File: config.mk
export PLATFORM = sky130hd
export DESIGN_NAME = fft_frame_reader
export DESIGN_NICKNAME = d
export VERILOG_FILES = /design/src/rtl/fft_frame_reader.sv
export SDC_FILE = /design/constraint.sdc
export NUM_CORES = 1
export LEC_CHECK = 0
export BUFFER_PORTS_ARGS = -buffer_cell sky130_fd_sc_hd__buf_2
export CELL_PAD_IN_SITES_DETAIL_PLACEMENT = 1
export CELL_PAD_IN_SITES_GLOBAL_PLACEMENT = 1
export CORE_MARGIN = 2
export CORE_UTILIZATION = 36
export CTS_BUF_LIST = sky130_fd_sc_hd__clkbuf_8
export DETAILED_ROUTE_END_ITERATION = 6
export PLACE_DENSITY_LB_ADDON = 0.1
export SETUP_SLACK_MARGIN = 0.5
export SYNTH_ARGS = -nofsm -noshare
export SYNTH_HDL_FRONTEND = slang
export SYNTH_SLANG_ARGS = --single-unit
File: constraint.sdc
create_clock -name clk -period 2.1 [get_ports clk]
set_input_delay 0.105 -clock clk [delete_from_list [all_inputs] [get_ports clk]]
set_output_delay 0.105 -clock clk [all_outputs]
set_load 0.005 [all_outputs]
File: src/rtl/fft_frame_reader.sv
// Read side of the ping-pong sample buffer: streams a completed frame to the FFT core over valid/ready.
// Define FFT_READER_BITREV_EN to read the buffer in bit-reversed address order.
module fft_frame_reader #(
    parameter int DATA_WIDTH   = 24,
    parameter int BUFFER_DEPTH = 512,
    parameter int ADDR_WIDTH   = $clog2(BUFFER_DEPTH)
) (
    input  logic                  clk,
    input  logic                  reset,
    input  logic                  i_fft_data_ready,
    output logic [ADDR_WIDTH-1:0] o_fft_read_addr,
    input  logic [DATA_WIDTH-1:0] i_fft_data_out,
    output logic [DATA_WIDTH-1:0] o_sample_data,
    output logic                  o_sample_valid,
    input  logic                  i_sample_ready,
    output logic                  o_sample_last,
    output logic                  o_frame_done,
    output logic                  o_busy,
    output logic                  o_overrun,
    output logic [7:0]            o_drop_count
);

    typedef enum logic [1:0] {IDLE, STREAM, DRAIN} state_t;

    state_t                state_q, state_d;
    logic [ADDR_WIDTH-1:0] cnt_q, cnt_d;
    logic                  pending_q, pending_d;
    logic [DATA_WIDTH-1:0] data_q, data_d;
    logic                  valid_q, valid_d;
    logic                  last_q, last_d;
    logic                  done_q, done_d;
    logic                  overrun_q, overrun_d;
    logic [7:0]            drop_q, drop_d;

    logic xfer, load, cnt_last;

    assign xfer     = valid_q && i_sample_ready;
    assign load     = (state_q == STREAM) && (!valid_q || i_sample_ready);
    assign cnt_last = (cnt_q == ADDR_WIDTH'(BUFFER_DEPTH - 1));

`ifdef FFT_READER_BITREV_EN
    always_comb begin
        for (int i = 0; i < ADDR_WIDTH; i++) begin
            o_fft_read_addr[i] = cnt_q[ADDR_WIDTH-1-i];
        end
    end
`else
    assign o_fft_read_addr = cnt_q;
`endif

    // NOTE: every variable gets its hold value first so no path leaves it unassigned (no latches).
    always_comb begin
        state_d   = state_q;
        cnt_d     = cnt_q;
        pending_d = pending_q;
        data_d    = data_q;
        valid_d   = valid_q;
        last_d    = last_q;
        done_d    = 1'b0;
        overrun_d = 1'b0;
        drop_d    = drop_q;

        // A frame landing while one is already queued overwrites it: the queued one is lost.
        if (i_fft_data_ready && state_q != IDLE) begin
            if (pending_q) begin
                overrun_d = 1'b1;
                if (drop_q != 8'hFF) drop_d = drop_q + 8'd1;
            end else begin
                pending_d = 1'b1;
            end
        end

        unique case (state_q)
            IDLE: begin
                if (i_fft_data_ready || pending_q) begin
                    cnt_d     = '0;
                    pending_d = 1'b0;
                    state_d   = STREAM;
                end
            end
            STREAM: begin
                if (load) begin
                    data_d  = i_fft_data_out;
                    valid_d = 1'b1;
                    last_d  = cnt_last;
                    cnt_d   = cnt_q + ADDR_WIDTH'(1);
                    if (cnt_last) state_d = DRAIN;
                end
            end
            DRAIN: begin
                if (xfer) begin
                    valid_d = 1'b0;
                    last_d  = 1'b0;
                    done_d  = 1'b1;
                    // A frame arriving on this very cycle restarts directly rather than counting as overrun.
                    if (pending_q || i_fft_data_ready) begin
                        state_d   = STREAM;
                        cnt_d     = '0;
                        pending_d = 1'b0;
                    end else begin
                        state_d = IDLE;
                    end
                end
            end
            default: state_d = IDLE;
        endcase
    end

    // NOTE: sequential state uses non-blocking assignments so all registers update from pre-edge values.
    always_ff @(posedge clk) begin
        if (!reset) begin
            state_q   <= IDLE;
            cnt_q     <= '0;
            pending_q <= 1'b0;
            data_q    <= '0;
            valid_q   <= 1'b0;
            last_q    <= 1'b0;
            done_q    <= 1'b0;
            overrun_q <= 1'b0;
            drop_q    <= 8'd0;
        end else begin
            state_q   <= state_d;
            cnt_q     <= cnt_d;
            pending_q <= pending_d;
            data_q    <= data_d;
            valid_q   <= valid_d;
            last_q    <= last_d;
            done_q    <= done_d;
            overrun_q <= overrun_d;
            drop_q    <= drop_d;
        end
    end

    assign o_sample_data  = data_q;
    assign o_sample_valid = valid_q;
    assign o_sample_last  = last_q;
    assign o_frame_done   = done_q;
    assign o_busy         = (state_q != IDLE);
    assign o_overrun      = overrun_q;
    assign o_drop_count   = drop_q;

endmodule

==> metrics.yaml, run 1 <==
timing:
  fmax_mhz: 667.5
  setup_slack_ps: 602.0
  hold_viol_final: 0
  maxSlewViolCount: 0
  tns_ps: 0
  finalCritPeriodShare_pct: 71.34
  setup_viol: 0
  clock-skew-final_ps: 1.653
  rsz0062_at_grt: "false"
  hold_ws_ps: 35.89
  tightest_slew_ps: 291.8
  relSlewSlack_pct: 80.04
  period_needed_ps: 1498
critical_path:
  crit_family: "compound AO/OA/AOI/OAI gates"
  critical_path.max_stage_delay_ps: 390
  critPathArrivalTime_ps: 1730
  critical_path_buf_inv_count: 0
  cp-end-kind: "flop"
  crit_required_ps: 2330
  crit_path_start_kind: "flop"
  path_cells: "or2_4 > o22a_2 > a211oi_2 > mux2i_1"
  crit_type: "reg -> reg"
  crit_slowest_cell: "dfxtp_2"
  crit_fanout: 9
grt:
  grt_usage_pct: 17.38
  grt-ovfl-total: 0
  grt_pass1_vias: 1834
  grt_pass1_wl_um: 8500
  grt_max_degree: 27
  antenna_found_initial: 0
detailed_routing:
  drt_pass1_iterations: 4
  wire_per_inst_um: 13.50
  drc: 0
  via_count: 1901
  ant_nets: 0
  vias_per_cell: 4.938
  drtIter0Drc: 55
  drt-total-wl_um: 5199
clock_tree:
  clockBufferDepth: 2
  tritoncts: "yes"
  cts-root-buf: "clkbuf_8"
  clock_latency_ps: 290
  cts_made_buffers: 5
  hold_buffers: 0
  clk_pin_slew_ps: 90
  cts_max_level: 2
  clock_sinks: 48
logic_synthesis:
  yosys_most_used_dff: "dfxtp_1"
  synth-seq-cells: 48
  synthArstFlopShare_pct: 0
  yosysWarnings: 0
  synth_edf_count: 0
  synthDistinctLibCells: 39
  synthCells: 239
  syn_area_mm2: 0.001996
  avgSynthCellArea_um2: 8.350
  synth_nets: 270
  seq_area_frac_synth_pct: 48.15
power_and_ir_drop:
  finalPower_uw: 1899
  peakVddDrop_v: 0.0003281
  leakage_uw: 0.001149
  powerDensity_mw_per_mm2: 729.7
finish:
  area_delta_synth_final_pct: 30.41
  n_antenna_cell: 0
  layout-drive-gt1-share_pct: 34.19
  design_area_mm2: 0.002603
  fin_nets: 343
placed_design:
  dp_slack_ps: 479.0
  place.gp.congestion: 0.7279
  port-buffer-count: 73
  place_area_mm2: 0.002416
  dpl.hpwl_um: 3669
floorplan:
  die_area_mm2: 0.006155
  pin_count: 74
  rows: 27
  initial_core_util_pct: 36.69
  die_height_um: 78.46
  core_area_mm2: 0.005439
  dieWidth_um: 78.46
status:
  status: "completed"
flow_run:
  cap_violations: 0
worst_hold_path:
  hp-class: "in -> reg"
## routing by layer
| layer | vias up | wire, um | GRT usage (%) |
|---|---|---|---|
| met5 | - | 0 | 0 |
| met4 | 0 | 36 | 5.263 |
| met3 | 4 | 267 | 5.402 |
| met2 | 37 | 2651 | 30.69 |
| met1 | 899 | 2244 | 20.09 |
| li1 | 961 | - | - |
## per-stage QoR
step | util (%) | std cells
finish | 47.85 | 385
global placement | 44.42 | 375
detailed placement | 44.42 | 375
floorplan | - | 239
global route | 47.85 | 385
CTS | 46.91 | 383
## cells in the mapped netlist, types with 2 or more instances
cell type  count  area, um2
a21oi_1       32      160.2
a32oi_1        2      17.52
and2_1         4      25.02
and4_1         2      17.52
buf_6          2      22.52
clkbuf_1      10      37.54
dfxtp_1       48      960.9
ha_1           3      37.54
inv_1          4      15.01
mux2i_1        7      70.07
nand2_1       59      221.5
nand2b_1       8      50.05
nand3_1        7      35.03
nand4_1        3      18.77
nor2_1        11      41.29
nor3_1         3      15.01
o211ai_1       2      15.01
o21a_1         2      15.01
o21ai_0        6      30.03
or3_1          2      12.51
xor2_1         4      35.03
## registers in the layout (all words and copies together) (netlist names)
| name | flops |
|---|---|
| o_overrun | 1 |
| o_sample_valid | 1 |
| pending_q | 1 |
| o_drop_count | 8 |
| o_frame_done | 1 |
| o_fft_read_addr | 9 |
| state_q | 2 |
| o_sample_last | 1 |
| o_sample_data | 24 |
## area by class of cell
class	instances	area, um2
multi-input combinational	174	987.2
clock inverter	1	30.03
clock buffer	7	96.34
timing repair buffer	79	410.4
sequential	48	973.4
tap	72	90.09
inverter	4	15.01
fill	700	2836
## logic make-up after synthesis
kind of cell	count (synthesis)	share of synthesized area, %
compound gates	54	16.36
xor+xnor	4	1.755
fa+ha+maj	3	1.881
buf+inv	17	4.012
flops	48	48.15
mux	7	3.511
simple gates	106	24.33
## power by group
part	total, uW	internal [uW]	switching, uW
combinational	202	87.3	114
sequential	976	948	27.8
clock	722	420	302
## path summary, 6_finish.rpt
check / start / end / slack (ps) / depth (start not counted)
hold / removal: i_fft_data_out[16] / o_sample_data[16] / 40 / 3
hold reg to reg: o_sample_data[16] / o_sample_data[16] / 450 / 2
setup reg to reg: state_q[1] / o_fft_read_addr[5] / 600 / 4
setup / recovery: state_q[1] / o_fft_read_addr[5] / 600 / 4
## timing repair
item / CTS / global route
buffers inserted: 0 / 2
pin swaps: 0 / 2
resized for setup: 5 / 15
cloned: 0 / 0
hold endpoints to repair: 0 / 0
endpoints found under the setup margin: 8 / 12
## cell usage in the layout (no fill, tap or decap), drive strengths merged, types with 6 or more instances in the layout
master,n
a21oi,32
nor2,12
o21ai,6
nand3,7
mux2i,7
nand2b,8
clkbuf,7
nand2,59
buf,79
dfxtp,48
## tightest hold or removal path: stages
cell     delay, ps
buf_2          100
nand2_1         40
a21oi_1         50
No activity file was read; power rests on OpenSTA's default activity.
==> run 2, diff against run 1 <==
==> constraint.sdc (replaced) <==
create_clock -name clk -period 1.5 [get_ports clk]
set_input_delay 0.075 -clock clk [delete_from_list [all_inputs] [get_ports clk]]
set_output_delay 0.075 -clock clk [all_outputs]
set_load 0.005 [all_outputs]
==> run 2 against run 1 <==
Net effect: non-clock buffer count rose by 64; fmax rose by 0.17%; count of clock-buffer cells in the layout fell by 1; combinational power rose to 3.6 times the previous value; sequential power rose by 39%; clock skew rose by 6.5 ps; via count rose by 29%; sequential cell count did not move; worst setup slack got worse by 600 ps; critical path depth rose by 1.
==> metrics.yaml, run 2 (synthesis gave the netlist of run 1 again) <==
status:
  status: "completed"
finish:
  design_area_mm2: 0.003882  # +49%
  largest_register_ffs: 24  # unchanged
  post-route-util_pct: 71.38  # +24 points
  mostFrequentLayoutCell: "buf_2"
  n_antenna_cell: 0  # unchanged
  fin_nets: 409  # +19%
  layout_common_cells: "buf_2 (67), nand2_1 (33), buf_6 (33)"
  layout-drive-gt1-share_pct: 65.96  # +32 points
  instances_no_fill: 451  # +17%
  area_delta_synth_final_pct: 94.55
clock_tree:
  cts_made_buffers: 5  # unchanged
  cts_max_level: 2  # unchanged
  clockBufferDepth: 2  # unchanged
  clk_pin_slew_ps: 100  # about the same
  clock_sinks: 48  # unchanged
  tritoncts: "yes"
  clock_latency_ps: 310  # +20 ps
  cts-root-buf: "clkbuf_8"
critical_path:
  rr_startpoint: "pending_q"
  crit_start: "pending_q"
  crit_slowest_cell: "dfxtp_2"
  critical_path.max_stage_delay_ps: 390  # about the same
  path_cells: "nor2_1 > buf_4 > o22a_4 > a211oi_4 > mux2i_1"
  crit_fanout: 5  # -4
  crit_type: "reg -> reg"
  crit_path_start_kind: "flop"
  critPathArrivalTime_ps: 1720  # about the same
  crit_family: "compound AO/OA/AOI/OAI gates"
  cp-end-kind: "flop"
  critical_path_buf_inv_count: 1  # +1
  crit_required_ps: 1720  # -610 ps
placed_design:
  dp_cells: 391  # +4.3%
  port-buffer-count: 73  # unchanged
  dpl.hpwl_um: 3768  # +2.7%
  place.gp.congestion: 0.7552  # +3.8%
  dp_slack_ps: 30.08  # -448.9 ps
  place_area_mm2: 0.002640  # +9.3%
timing:
  finalCritPeriodShare_pct: 99.70  # +28 points
  setup_slack_ps: 4.464  # -597.5 ps
  maxSlewViolCount: 0  # unchanged
  setup_viol: 0  # unchanged
  clock-skew-final_ps: 8.189  # +6.536 ps
  rsz0062_at_grt: "true"
  relSlewSlack_pct: 78.33  # -1.7 points
  hold_ws_ps: 5.912  # -29.98 ps
  fmax_mhz: 668.7  # +0.17%
  period_needed_ps: 1496  # -2.505 ps
  hold_viol_final: 0  # unchanged
  tightest_slew_ps: 323.6  # +31.73 ps
grt:
  grt_pass1_wl_um: 11450  # +35%
  grt_max_degree: 25  # -7.4%
  grt_pass1_vias: 2235  # +22%
  antenna_found_initial: 0  # unchanged
  grt_usage_pct: 24.11  # +6.7 points
  grt-ovfl-total: 0  # unchanged
detailed_routing:
  drt_pass1_iterations: 4  # unchanged
  ant_nets: 0  # unchanged
  vias_per_cell: 5.428  # +9.9%
  drt-total-wl_um: 10220  # +97%
  via_count: 2448  # +29%
  drc: 0  # unchanged
  drtIter0Drc: 83  # +51%
  wire_per_inst_um: 22.66  # +68%
power_and_ir_drop:
  peakVddDrop_v: 0.0004367  # +33%
  switchingPower_uw: 908.3  # +100%
  leakage_uw: 0.001710  # +49%
  powerDensity_mw_per_mm2: 760.5  # +4.2%
  switching_share_pct: 30.76  # +7.4 points
  p_int_uw: 2044  # +40%
  pwr-share-comb_pct: 24.6  # +14 points
  clkPwrFrac_pct: 29.3  # -8.7 points
  seq_power_share_pct: 46.1  # -5.3 points
worst_hold_path:
  min_from: "i_fft_data_out[12]"
  hp-class: "in -> reg"
flow_run:
  cap_violations: 0  # unchanged
floorplan:
  pin_count: 74  # unchanged
  die_area_mm2: 0.006155  # unchanged
  initial_core_util_pct: 36.69  # unchanged
  die_height_um: 78.46  # unchanged
  core_area_mm2: 0.005439  # unchanged
  dieWidth_um: 78.46  # unchanged
  rows: 27  # unchanged
-- run 2: changes by cell type in the layout (fill, tap and decap cells not counted), sizes merged --
| cell | previous run | this run |
|---|---|---|
| buf | 79 | 131 |
| inv | 4 | 5 |
| o22a | 1 | 2 |
| clkinvlp | 0 | 1 |
| or3 | 2 | 3 |
| dlygate4sd3 | 0 | 11 |
| bufinv | 1 | 0 |
-- run 2: power by group through the flow --
stage	logic [uW]	registers [uW]	clock network, uW
floorplan	173	1390	0
global placement	343	1380	0
detailed placement	346	1390	0
CTS	473	1350	847
global route	762	1370	921
finish	727	1360	864
-- run 2: through the flow --
| step | power (uW) | setup TNS (ps) |
|---|---|---|
| floorplan | 1565 | 0 |
| global placement | 1726 | 0 |
| detailed placement | 1732 | 0 |
| CTS | 2668 | 0 |
| global route | 3049 | -131.7 |
| finish | 2953 | 0 |
-- run 2: final timing paths --
check                             to  slack (ps)  cells after the start
hold reg to reg    o_sample_data[18]         480                      2
setup / recovery  o_fft_read_addr[5]           4                      5
hold / removal     o_sample_data[12]           6                      3
setup reg to reg  o_fft_read_addr[5]           4                      5
-- run 2: cell type report --
| cell class | instances | area [um2] |
|---|---|---|
| Fill cell | 572 | 1556 |
| Multi-Input combinational cell | 176 | 1524 |
| Timing Repair Buffer | 143 | 1152 |
| Sequential cell | 48 | 1005 |
| Tap cell | 72 | 90.09 |
| Clock buffer | 6 | 82.58 |
| Inverter | 4 | 15.01 |
| Clock inverter | 2 | 13.76 |
-- run 2: routing by layer --
metal / global-route usage, % / vias up / routed length (um)
met2: 40.86 / 103 / 5276
met5: 0 / - / 0
met4: 11.58 / 0 / 291
li1: - / 1107 / -
met3: 5.977 / 26 / 599
met1: 28.48 / 1212 / 4054
-- run 2: worst min-delay path, stage by stage --
cell and delay (ps):
buf_2 120, nand2_4 50, a21oi_2 40
-- run 2: repair_timing --
item,4_1_cts,5_1_grt
gates cloned,4,1
buffers inserted,22,14
setup endpoints to repair,50,60
hold buffers,5,6
pin swaps,27,50
endpoints found under the hold margin,5,6
gates resized for setup,54,120
